[config.mk]
export PLATFORM = sky130hd
export DESIGN_NAME = cache_set_tag_ctrl
export DESIGN_NICKNAME = d
export VERILOG_FILES = /design/src/rtl/cache_set_tag_ctrl.sv
export SDC_FILE = /design/constraint.sdc
export NUM_CORES = 1
export LEC_CHECK = 0
export BUFFER_PORTS_ARGS = -buffer_cell sky130_fd_sc_hd__buf_2
export CAP_MARGIN = 5
export CORE_ASPECT_RATIO = 0.6
export CORE_MARGIN = 2
export CORE_UTILIZATION = 40
export CTS_CLUSTER_DIAMETER = 80
export DETAILED_ROUTE_END_ITERATION = 16
export GPL_TIMING_DRIVEN = 0
export HOLD_SLACK_MARGIN = 0.08
export PLACE_DENSITY = 0.56
export SETUP_SLACK_MARGIN = 0.2
export SLEW_MARGIN = 20
export SYNTH_ARGS = -nofsm -noshare
export SYNTH_HDL_FRONTEND = slang
export SYNTH_SLANG_ARGS = --single-unit
[constraint.sdc]
create_clock -name clk -period 7 [get_ports clk]
set_input_delay 1.75 -clock clk [delete_from_list [all_inputs] [get_ports clk]]
set_output_delay 1.75 -clock clk [all_outputs]
set_load 0.01 [all_outputs]
[src/rtl/cache_set_tag_ctrl.sv]
`default_nettype none
// ============================================================================
// Module   : cache_set_tag_ctrl
// Purpose  : Tag match, victim selection and refill control for one cache set.
// Revision : 1.0
// ============================================================================
module cache_set_tag_ctrl #(
  parameter int NUM_WAYS = 4,
  parameter int TAG_W    = 20,
  localparam int WAY_W   = $clog2(NUM_WAYS)
) (
  input  logic             clk,
  input  logic             reset,
  input  logic             req_valid,
  output logic             req_ready,
  input  logic [TAG_W-1:0] req_tag,
  input  logic             flush,
  output logic             resp_valid,
  output logic             resp_hit,
  output logic [WAY_W-1:0] resp_way,
  output logic             refill_req_valid,
  input  logic             refill_req_ready,
  output logic [TAG_W-1:0] refill_req_tag,
  output logic [WAY_W-1:0] refill_req_way,
  input  logic             refill_done,
  input  logic [WAY_W-1:0] lru_way,
  output logic             access_valid,
  output logic [WAY_W-1:0] access_way
);

  typedef enum logic [2:0] {
    ST_IDLE        = 3'd0,
    ST_COMPARE     = 3'd1,
    ST_REFILL_REQ  = 3'd2,
    ST_REFILL_WAIT = 3'd3,
    ST_RESP        = 3'd4
  } state_t;

  state_t               r_state;
  state_t               w_next;
  logic [NUM_WAYS-1:0]  r_valid;
  logic [TAG_W-1:0]     r_tag [NUM_WAYS];
  logic [TAG_W-1:0]     r_req_tag;
  logic [WAY_W-1:0]     r_way;
  logic                 r_hit;

  logic                 w_hit;
  logic [WAY_W-1:0]     w_hit_way;
  logic                 w_has_free;
  logic [WAY_W-1:0]     w_free_way;
  logic                 w_install;

  // Tags are unique among valid ways, so at most one way can match.
  always_comb begin
    w_hit      = 1'b0;
    w_hit_way  = '0;
    w_has_free = 1'b0;
    w_free_way = '0;
    for (int i = 0; i < NUM_WAYS; i++) begin
      if (r_valid[i] && (r_tag[i] == r_req_tag)) begin
        w_hit     = 1'b1;
        w_hit_way = WAY_W'(i);
      end
    end
    for (int i = NUM_WAYS - 1; i >= 0; i--) begin
      if (!r_valid[i]) begin
        w_has_free = 1'b1;
        w_free_way = WAY_W'(i);
      end
    end
  end

  always_ff @(posedge clk) begin
    if (reset) r_state <= ST_IDLE;
    else       r_state <= w_next;
  end

  always_comb begin
    w_next = r_state;
    case (r_state)
      ST_IDLE:        if (!flush && req_valid) w_next = ST_COMPARE;
      ST_COMPARE:     w_next = w_hit ? ST_RESP : ST_REFILL_REQ;
      ST_REFILL_REQ:  if (refill_req_ready) w_next = ST_REFILL_WAIT;
      ST_REFILL_WAIT: if (refill_done) w_next = ST_RESP;
      ST_RESP:        w_next = ST_IDLE;
      default:        w_next = ST_IDLE;
    endcase
  end

  assign w_install = (r_state == ST_REFILL_WAIT) && refill_done;

  always_ff @(posedge clk) begin
    if (reset) begin
      r_valid   <= '0;
      r_req_tag <= '0;
      r_way     <= '0;
      r_hit     <= 1'b0;
    end else begin
      case (r_state)
        ST_IDLE: begin
          if (flush)          r_valid   <= '0;
          else if (req_valid) r_req_tag <= req_tag;
        end
        ST_COMPARE: begin
          r_hit <= w_hit;
          if (w_hit)           r_way <= w_hit_way;
          else if (w_has_free) r_way <= w_free_way;
          else                 r_way <= lru_way;
        end
        ST_REFILL_WAIT: if (refill_done) r_valid[r_way] <= 1'b1;
        default: ;
      endcase
    end
  end

  // Tag storage carries no reset; validity alone qualifies its contents.
  always_ff @(posedge clk) begin
    if (!reset && w_install) r_tag[r_way] <= r_req_tag;
  end

  assign req_ready        = (r_state == ST_IDLE) && !flush && !reset;
  assign refill_req_valid = (r_state == ST_REFILL_REQ);
  assign refill_req_tag   = r_req_tag;
  assign refill_req_way   = r_way;
  assign resp_valid       = (r_state == ST_RESP);
  assign resp_hit         = (r_state == ST_RESP) && r_hit;
  assign resp_way         = r_way;
  assign access_valid     = (r_state == ST_RESP);
  assign access_way       = r_way;

endmodule
`default_nettype wire
# --- Yosys cells after proc, flatten, opt, wreduce, memory -nomap -nowiden ---
# Memories as Yosys holds them, arrays and structs flattened.
# Index checks and enable logic that the tools add are counted.
totals:
  reg_bits: 30
  ram_bits: 80
  wordCells: 69
  memories: 1
op_classes:
  magnitude_cmp: 2
  eq_ne: 12
  muxes: 29
  bitwise: 2
  n_reduce_logical: 18
memory_table:
  columns: ["name", "depth", "word_bits", "read_ports", "rd_clocked_by_memory_dff", "write_ports", "line_no", "rtl"]
  rows:
  - ["r_tag", 4, 20, 4, 0, 1, "42", "logic [TAG_W-1:0] r_tag [NUM_WAYS];"]
op_table:
  columns: ["operator", "n"]
  rows:
  - ["equality test 20 bit", 4]
  - ["two-way mux 2 bit", 8]
  - ["two-way mux 1 bit", 12]
  - ["two-way mux 3 bit", 4]
  - ["case mux 3 bit (4 select lines)", 1]
  - ["logical AND 1 bit", 11]
  - ["AND reduction 3 bit", 3]
  - ["two-way mux 4 bit", 2]
  - ["case mux 4 bit (2 select lines)", 1]
  - ["equality test 3 x 2 -> 1 bit (second input constant)", 2]
  - ["!= test 2 bit (second input constant)", 3]
  - ["bitwise OR 4 bit", 1]
  - ["equality test 3 x 1 -> 1 bit (second input constant)", 1]
  - ["equality test 3 bit (second input constant)", 1]
  - ["zero test 3 bit", 1]
  - ["less-than comparator 2 x 3 -> 1 bit (second input constant)", 1]
  - ["demux 1 bit (select 2 bit)", 1]
  - ["greater-or-equal comparator 2 x 1 -> 1 bit (second input constant)", 1]
  - ["zero test 1 bit", 2]
  - ["!= test 2 x 1 -> 1 bit (second input constant)", 1]
  - ["nonzero test 2 bit", 1]
  - ["NOT 1 bit", 1]

# --- Logic depth before layout (Yosys ltp) ---
# Gate-level depths: netlist (run 1).
# An unclocked memory read counts as a cell.
depth:
  depth_word: 9
  ltp_mapped: 7
  mapped_depth_nobuf: 6

# --- Worst setup path before layout (run 1) ---
# OpenSTA, ideal clock, no wires.
synth_path:
  kind: "input to output"
  start: "input reset"
  end: "output req_ready"
  arrival_ns: 2.438
  path_slack_ns: 2.812
  cell_stages: 3
  n_path_buf: 2
  path_cell_list: "clkbuf_1 -> clkbuf_1 -> nor2_1"
synth_via:
  elab_chain_cells: 2
synth_rtl:
  columns: ["item", "line_no", "rtl"]
  rows:
  - ["start, declared", "13", "input logic reset,"]
  - ["zero test 1 bit", "121", "assign req_ready = (r_state == ST_IDLE) && !flush && !reset;"]
  - ["logical AND 1 bit", "121", null]
  - ["end, declared", "15", "output logic req_ready,"]
# Every way passes these cells.

# --- Final worst setup path (run 1) ---
# Ends and elaborated chain as after synthesis.

==> results.md, run 1 <==
* FF+latch count, synth at 110
* Largest net degree at the start of global routing at 21
* Routability congestion estimate at 0.822
* Routed Antenna Nets at 0
* Num CTS Buffers at 9
* Commonest non-fill, non-tap cell in the layout: edfxtp_1
* Max Fclk at 0.208 GHz
* Status: complete, no violations
* Hold-fix buffers, CTS at 0
* Syn_nets at 406
* Synth top area share at 0.515
* HP Class: flip-flop to flip-flop
* Crit end category: output pin
* Detail Placement HPWL at 7720 microns
* Post-CTS Resized at 0
* Post-placement cell area at 0.00520 sq mm
* Reg clk slew, reported paths at 0.07 ns
* Die X at 143 microns
* H-Tree Depth at 3
* Startpoint types: input port
* Pleak at 0.00204 uW
* Top area cells in the synthesized netlist: edfxtp_1 (51%), dfxtp_1 (13%), xor2_1 (12%)
* CP Max Fanout at 10
* Post-CTS Setup Bufs at 0
* Hold Vio Cnt, Final at 0
* Yosys top cell by area: edfxtp_1
* DRC errors left at 0
* Tmin final at 4.81 ns
* Final Cycle Share at 0.687
* Placement Setup Slack at 2.15 ns
* Total Nets Final at 477
* Max-cap violations at 0
* Crit path kind: input port to output pin
* Sequential share of the synthesized area at 0.643
* Num Clock Sinks at 110
* Count of cell types in the netlist at 31
* Via count at 2908
* Total I/O pin count at 59
* Most frequent cells in the layout: edfxtp_1 (80), buf_2 (76), xor2_1 (65)
* Synth Warn # at 0
* RSZ-0062 raised after global routing: false
* R2R setup slack at 4.50 ns
* # setup viols final at 0
* Core area at 0.0113 sq mm
* First-pass GRT wire length at 15900 microns
* Slew @ Worst Pin at 0.720 ns
* WL per Instance at 17.4 microns
* Slew headroom at 0.519
* TritonCTS clock tree: done
* Total grt overflow at 0
* Die area at 0.0126 sq mm
* Worst r2r dst: r_hit
* Die height at 87.7 microns
* Share of cells above drive strength 1 at 0.240
* Fin util at 0.485
* Antenna violations before repair at 0
* Total Power at 1330 uW
* Hold path cells at 2
* Design area at 0.00550 sq mm
* Clock latency on the worst-skew pair at 0.34 ns
* Clock Tree Buf Depth at 2
* Port bufs at 58
* Reg2reg path depth at 7
* Site row count at 30
* Pre-antenna DRT Iters at 4
* Req. time, crit path at 5.25 ns
* Final Max Tran Viols at 0
* Fin Setup TNS at 0 ns
* Iter 0 DRT Violations at 237
* Synth Cell Area at 0.00467 sq mm
* Final clock skew at 0.00839 ns
* Hold Path Sink: r_hit
* Power Density at 242 mW/mm^2
* Initial Utilization at 0.412
* Number of global-route vias before repair at 2752
* Final worst setup slack at 2.19 ns
* Antenna cells at 0
* Final WL at 10700 microns
* Syn Inst Count at 378
* Clock Tree Root: clkbuf_16
* RR Startpoint: refill_req_tag[7]
* Maximum vdd ir drop at 0.000131 V
* Avg Inst Size Synth at 12.3 sq um
* HP Start: r_hit
* Area growth syn-to-layout at 17.9%
* GRT Total Usage at 0.178
* Critical Path AT at 3.06 ns
* Via density at 4.74
[routing by layer]
metal  track usage  part of all wire  up-vias
li1              -                 -     1446
met1         0.287              0.55     1401
met2         0.242              0.40       53
met3        0.0416             0.036        8
met4        0.0330            0.0075        0
met5             0                 0        -
[flip-flops by register name (all words and copies together), names as in the netlist]
name / cells
r_valid: 4
access_way: 2
r_state: 3
r_hit: 1
refill_req_tag: 20
r_tag: 80
[critical path: stages]
cell	delay (ns)
buf_2	0.10
clkbuf_1	0.40
clkbuf_1	0.54
nor2_1	0.11
buf_2	0.16
[cells by family (layout without fill, tap and decap cells)]
kind of cell           count (synthesis)  after routing  synth area share
AND/OR/NAND/NOR                      115            115             0.116
XOR/XNOR                              80             80             0.150
buffers and inverters                 35            111            0.0402
AO/OA/AOI/OAI                         38             38            0.0499
flip-flops                           110            110             0.643
[layout make-up]
type,count,area (sq um)
Inverter,3,11.3
Clock inverter,7,72.6
Timing Repair Buffer,60,309
Clock buffer,9,225
Tap cell,160,200
Multi-Input combinational cell,233,1500
Buffer,32,176
Fill cell,1054,5830
Sequential cell,110,3000
[per-stage QoR]
stage          hold slack [ns]  instances
3_5_place_dp             0.504        598
6_report                 0.519        614
3_3_place_gp             0.501        596
2_1_floorplan            0.474        378
4_1_cts                  0.520        614
5_1_grt                  0.551        614
[cells in the mapped netlist]
cell and n:
nand4_1 6, nor3_1 9, clkbuf_1 7, nand3_1 6, o21a_1 4, edfxtp_1 80
xor2_1 65, buf_6 2, dfxtp_1 30, a21oi_1 21, buf_4 5, or2_0 1
nand2_1 48, inv_1 3, xnor2_1 15, o22ai_2 1, nor2_1 21, o21bai_1 1
and3_1 3, buf_2 18, or2_2 1, or3_1 1, a22o_1 2, nand2b_1 3
and2_1 1, nor4_1 14, nor4_4 1, o21ai_0 4, a31oi_1 2, a211oi_1 2
a211oi_2 1
[where the power goes]
part / internal, uW / switching [uW] / total, uW
clock: 278 / 233 / 511
sequential: 706 / 14.3 / 721
combinational: 40.8 / 59.9 / 101
total: 1030 / 307 / 1330
[worst max-delay path by stage]
stage	start	to	slack, ns	cells past startpoint
6_report	reset	req_ready	2.19	5
5_1_grt	reset	req_ready	2.05	5
4_1_cts	reset	req_ready	2.15	5
3_5_place_dp	reset	req_ready	2.15	5
3_3_place_gp	reset	r_tag[0][6]	1.70	4
2_1_floorplan	reset	req_ready	2.81	3
Note: power is estimated with default switching activity, not from simulation.
==> run 2, diff against run 1 <==
- PLACE_DENSITY: 0.56 -> 0.58
- clock period: 7 -> 3.9 ns (I/O delays scaled with it)
==> run 2 against run 1 <==
Compared with the run above:
- register-to-register slack worse by 3.1 ns
- clock-buffer cell count stayed put
- non-clock buffer count stayed put
- hold slack got worse by 0.016 ns
- setup slack lost 1.5 ns
- largest cell class unchanged
- critical path depth did not move
==> results.md, run 2 (same netlist as run 1, synthesis figures left out) <==
* Largest net degree at the start of global routing at 21 (unchanged)
* Top delay family on crit path: buffers and inverters
* Clock Tree Buf Depth at 2 (unchanged)
* Total grt overflow at 0 (unchanged)
* CP max-delay cell: clkbuf_1
* CP Max Fanout at 10 (unchanged)
* Commonest non-fill, non-tap cell in the layout: edfxtp_1
* Crit path depth at 5 (unchanged)
* Total Nets Final at 477 (unchanged)
* Hold-fix buffers, CTS at 0 (unchanged)
* Startpoint types: input port
* Total I/O pin count at 59 (unchanged)
* Maximum vdd ir drop at 0.000176 V (+35%)
* Status: complete, no violations
* Worst r2r dst: r_state[2]
* Design area at 0.00552 sq mm (+0.27%)
* GRT Total Usage at 0.178 (+0.000934)
* Detail Placement HPWL at 7660 microns (-0.80%)
* Slew @ Worst Pin at 0.782 ns (+0.0616 ns)
* Port bufs at 58 (unchanged)
* HP Start: r_hit
* Hold Vio Cnt, Final at 0 (unchanged)
* Area growth syn-to-layout at 18.2%
* R2R setup slack at 1.41 ns (-3.09 ns)
* Placement Setup Slack at 0.608 ns (-1.54 ns)
* Critical-path cell list: buf_2, clkbuf_1, clkbuf_1, nor2_1, buf_2
* HP Class: flip-flop to flip-flop
* Critical Path Sink: req_ready
* Antenna violations before repair at 0 (unchanged)
* Clock latency on the worst-skew pair at 0.35 ns (about the same)
* Initial Utilization at 0.412 (unchanged)
* Largest reg by FF count: r_tag
* First-pass GRT wire length at 16000 microns (+0.79%)
* Req. time, crit path at 2.92 ns (-2.33 ns)
* Crit path kind: input port to output pin
* Final worst setup slack at 0.641 ns (-1.55 ns)
* Final WL at 10700 microns (+0.14%)
* Num Clock Sinks at 110 (unchanged)
* Reg clk slew, reported paths at 0.07 ns (about the same)
* Post-CTS Setup Bufs at 0 (unchanged)
* CP Buf/Inv Count at 4 (unchanged)
* Power Density at 443 mW/mm^2 (+83%)
* Final Cycle Share at 0.836
* WL per Instance at 17.4 microns (+0.14%)
* RSZ-0062 raised after global routing: false
* Post-CTS Resized at 0 (unchanged)
* Iter 0 DRT Violations at 224 (-5.5%)
* # setup viols final at 0 (unchanged)
* Core area at 0.0113 sq mm (unchanged)
* Via density at 4.83 (+2.0%)
* Tmin final at 3.26 ns
* Final Max Tran Viols at 0 (unchanged)
* Die X at 143 microns (unchanged)
* Pleak at 0.00205 uW (+0.75%)
* Site row count at 30 (unchanged)
* Reg2reg path depth at 7 (unchanged)
* Routed Antenna Nets at 0 (unchanged)
* Final clock skew at 0.00587 ns (-0.00252 ns)
* DRC errors left at 0 (unchanged)
* Routability congestion estimate at 0.773 (-6.0%)
* Clock Tree Root: clkbuf_16
* Most frequent cells in the layout: edfxtp_1 (80), buf_2 (76), xor2_1 (65)
* Critical Path AT at 2.28 ns (-0.78 ns)
* Pre-antenna DRT Iters at 5 (+1)
* Die height at 87.7 microns (unchanged)
* Post-placement cell area at 0.00520 sq mm (unchanged)
* H-Tree Depth at 3 (unchanged)
* Crit end category: output pin
* Die area at 0.0126 sq mm (unchanged)
* Num CTS Buffers at 9 (unchanged)
* Antenna cells at 0 (unchanged)
* Number of global-route vias before repair at 2803 (+1.9%)
* Slew headroom at 0.476 (-0.0428)
* Critical Path Max Stage Delay at 0.53 ns (about the same)
* Max Fclk at 0.307 GHz
* Max-cap violations at 0 (unchanged)
* Via count at 2965 (+2.0%)
* Max FFs per register at 80 (unchanged)
* TritonCTS clock tree: done
* RR Startpoint: refill_req_tag[7]
* Share of cells above drive strength 1 at 0.238 (-0.00220)
* Setup crit start: reset
==> run 2: changes by cell type in the layout (fill, tap and decap cells not counted) <==
cell | before | now
clkinvlp_4 | 2 | 0
bufinv_16 | 1 | 2
clkinv_1 | 0 | 1
clkinv_2 | 2 | 3
clkinv_4 | 1 | 0
==> run 2: final cells by class <==
type	instances	area, sq um
sequential	110	3000
tap	160	200
multi-input combinational	233	1500
fill	1024	5820
timing repair buffer	60	309
buffer	32	176
clock buffer	9	225
inverter	3	11.3
clock inverter	7	87.6
==> run 2: metrics by stage <==
| step | util | TNS (ns) | total power [uW] | cells | hold WS [ns] |
|---|---|---|---|---|---|
| finish | 0.487 | 0 | 2440 | 614 | 0.503 |
| global placement | 0.455 | -10.29 | 1500 | 596 | 0.492 |
| floorplan | - | 0 | 1430 | 378 | 0.474 |
| CTS | 0.487 | 0 | 2460 | 614 | 0.510 |
| detailed placement | 0.459 | 0 | 1500 | 598 | 0.497 |
| global route | 0.487 | 0 | 2520 | 614 | 0.534 |
==> run 2: where the power goes <==
group          leakage, uW  internal, uW  switching [uW]
registers         0.000908          1270            26.2
clock network     0.000157           560             408
logic             0.000988          73.2             108
==> run 2: worst min path at each step <==
stage / to / slack [ns] / depth (start not counted)
floorplan: r_hit / 0.47 / 2
global placement: r_hit / 0.49 / 2
detailed placement: r_hit / 0.50 / 2
CTS: r_hit / 0.51 / 2
global route: r_hit / 0.53 / 2
finish: r_hit / 0.50 / 2
==> run 2: layer usage <==
metal  vias to the layer above  track usage  part of all wire
met5                         -            0                 0
met4                         0       0.0455            0.0080
met3                         8       0.0377             0.046
met2                        86        0.243              0.41
met1                      1425        0.286              0.54
li1                       1446            -                 -
==> run 2: worst min-delay path: cells and delay by family, from the launching register on <==
kind             cells  cell delay (ns)
AND/OR/NAND/NOR      1             0.10
AO/OA/AOI/OAI        1             0.05
flip-flops           1             0.31
==> run 3, diff against run 2 <==
- clock period: 3.9 -> 2.7 ns (I/O delays scaled with it)
==> run 3 against run 2 <==
Compared with the run above:
- largest power group unchanged
- highest routed layer unchanged
- sequential power grew 45%
- largest cell class unchanged
- hold slack better by 0.0012 ns
- sequential share of layout area shrank 0.086 points
==> results.md, run 3 (same netlist as run 1, synthesis figures left out) <==
* Detail Placement HPWL at 7830 microns (+2.2%)
* H-Tree Depth at 3 (unchanged)
* WL per Instance at 17.8 microns (+1.9%)
* Slew @ Worst Pin at 0.742 ns (-0.0402 ns)
* Tmin final at 2.28 ns
* Final clock skew at 0.00634 ns (+0.000472 ns)
* Pre-antenna DRT Iters at 4 (-1)
* Clock Tree Root: clkbuf_16
* Status: complete, no violations
* # setup viols final at 0 (unchanged)
* Hold Vio Cnt, Final at 0 (unchanged)
* Total Nets Final at 476 (-0.21%)
* Placed instance count at 597 (-0.17%)
* Core area at 0.0113 sq mm (unchanged)
* Number of global-route vias before repair at 2835 (+1.1%)
* Max-cap violations at 0 (unchanged)
* Critical Path AT at 2.54 ns (+0.26 ns)
* Largest net degree at the start of global routing at 21 (unchanged)
* Max FFs per register at 80 (unchanged)
* Maximum vdd ir drop at 0.000322 V (+83%)
* Site row count at 30 (unchanged)
* Num Clock Sinks at 110 (unchanged)
* HP Class: flip-flop to flip-flop
* Iter 0 DRT Violations at 253 (+13%)
* Via density at 4.77 (-1.2%)
* DRC errors left at 0 (unchanged)
* TritonCTS clock tree: done
* Commonest non-fill, non-tap cell in the layout: edfxtp_1
* Power Density at 632 mW/mm^2 (+43%)
* Fin Setup TNS at 0 ns (unchanged)
* First-pass GRT wire length at 16800 microns (+4.9%)
* Die area at 0.0126 sq mm (unchanged)
* Reg clk slew, reported paths at 0.08 ns (about the same)
* Final worst setup slack at 0.419 ns (-0.222 ns)
* Routability congestion estimate at 0.753 (-2.6%)
* Clock latency on the worst-skew pair at 0.35 ns (about the same)
* Post-CTS Setup Bufs at 0 (unchanged)
* Placement Setup Slack at 0.0414 ns (-0.567 ns)
* Non-Filler Instances at 613 (-0.16%)
* Routed Antenna Nets at 0 (unchanged)
* Antenna cells at 0 (unchanged)
* Crit end category: flip-flop
* Initial Utilization at 0.412 (unchanged)
* Final Cycle Share at 0.845
* Share of cells above drive strength 1 at 0.247 (+0.00936)
* Final Max Tran Viols at 0 (unchanged)
* Total I/O pin count at 59 (unchanged)
* Startpoint types: flip-flop
* Most frequent cells in the layout: edfxtp_1 (80), buf_2 (76), xor2_1 (65)
* Area growth syn-to-layout at 18.4%
* Die X at 143 microns (unchanged)
* Via count at 2925 (-1.3%)
* GRT Total Usage at 0.189 (+0.0101)
* Slew headroom at 0.505 (+0.0296)
* Clock Tree Buf Depth at 2 (unchanged)
* Die height at 87.7 microns (unchanged)
* Pleak at 0.00204 uW (-0.43%)
* Largest reg by FF count: r_tag
* Final WL at 10900 microns (+1.7%)
* Num CTS Buffers at 9 (unchanged)
* Crit path kind: flip-flop to flip-flop
* Max Fclk at 0.438 GHz
* Total grt overflow at 0 (unchanged)
* CP Max Fanout at 6 (-4)
* Req. time, crit path at 2.96 ns (+0.04 ns)
* Port bufs at 58 (unchanged)
* RSZ-0062 raised after global routing: false
* Antenna violations before repair at 0 (unchanged)
-- run 3: worst max-delay path, stage by stage, from the launching register on --
cell      delay, ns
dfxtp_1        0.46
buf_2          0.25
xor2_1         0.09
nor4_1         0.47
nand4_1        0.25
o22ai_2        0.29
nor3_1         0.11
a211oi_1       0.27
-- run 3: timing repair --
item | CTS | global route
gates cloned | 0 | 0
hold buffers | 0 | 0
endpoints found under the setup margin | 1 | 5
gates resized for setup | 1 | 4
-- run 3: path summary, 6_finish.rpt --
check | start | to | slack [ns] | cells past startpoint
worst min-delay path | r_hit | r_hit | 0.50 | 2
worst max-delay path | refill_req_tag[15] | r_state[2] | 0.42 | 7
worst max register to register | refill_req_tag[15] | r_state[2] | 0.42 | 7
worst min register to register | r_hit | r_hit | 0.50 | 2
-- run 3: cell type report --
cell class / instances / area, sq um
Buffer: 32 / 179
Tap cell: 160 / 200
Fill cell: 1065 / 5810
Inverter: 3 / 11.3
Clock inverter: 7 / 78.8
Clock buffer: 9 / 225
Timing Repair Buffer: 59 / 305
Sequential cell: 110 / 3000
Multi-Input combinational cell: 233 / 1520
-- run 3: through the flow --
step	power, uW	util	hold WS [ns]	area [sq um]
2_1_floorplan	2060	-	0.474	4670
3_3_place_gp	2160	0.455	0.494	5160
3_5_place_dp	2170	0.459	0.497	5210
4_1_cts	3510	0.486	0.512	5510
5_1_grt	3640	0.487	0.530	5530
6_report	3490	0.487	0.504	5530
-- run 3: where the power goes --
part / leakage, uW / switching [uW] / internal [uW]
Sequential: 0.000908 / 37.9 / 1830
Clock: 0.000151 / 628 / 732
Combinational: 0.000985 / 157 / 106
Total: 0.00204 / 823 / 2670
-- run 3: per-layer routing --
layer	vias up	global-route usage	wire length, microns
li1	1446	-	-
met1	1377	0.289	5380
met2	93	0.259	4430
met3	9	0.0563	942
met4	0	0.0463	127
met5	-	0	0
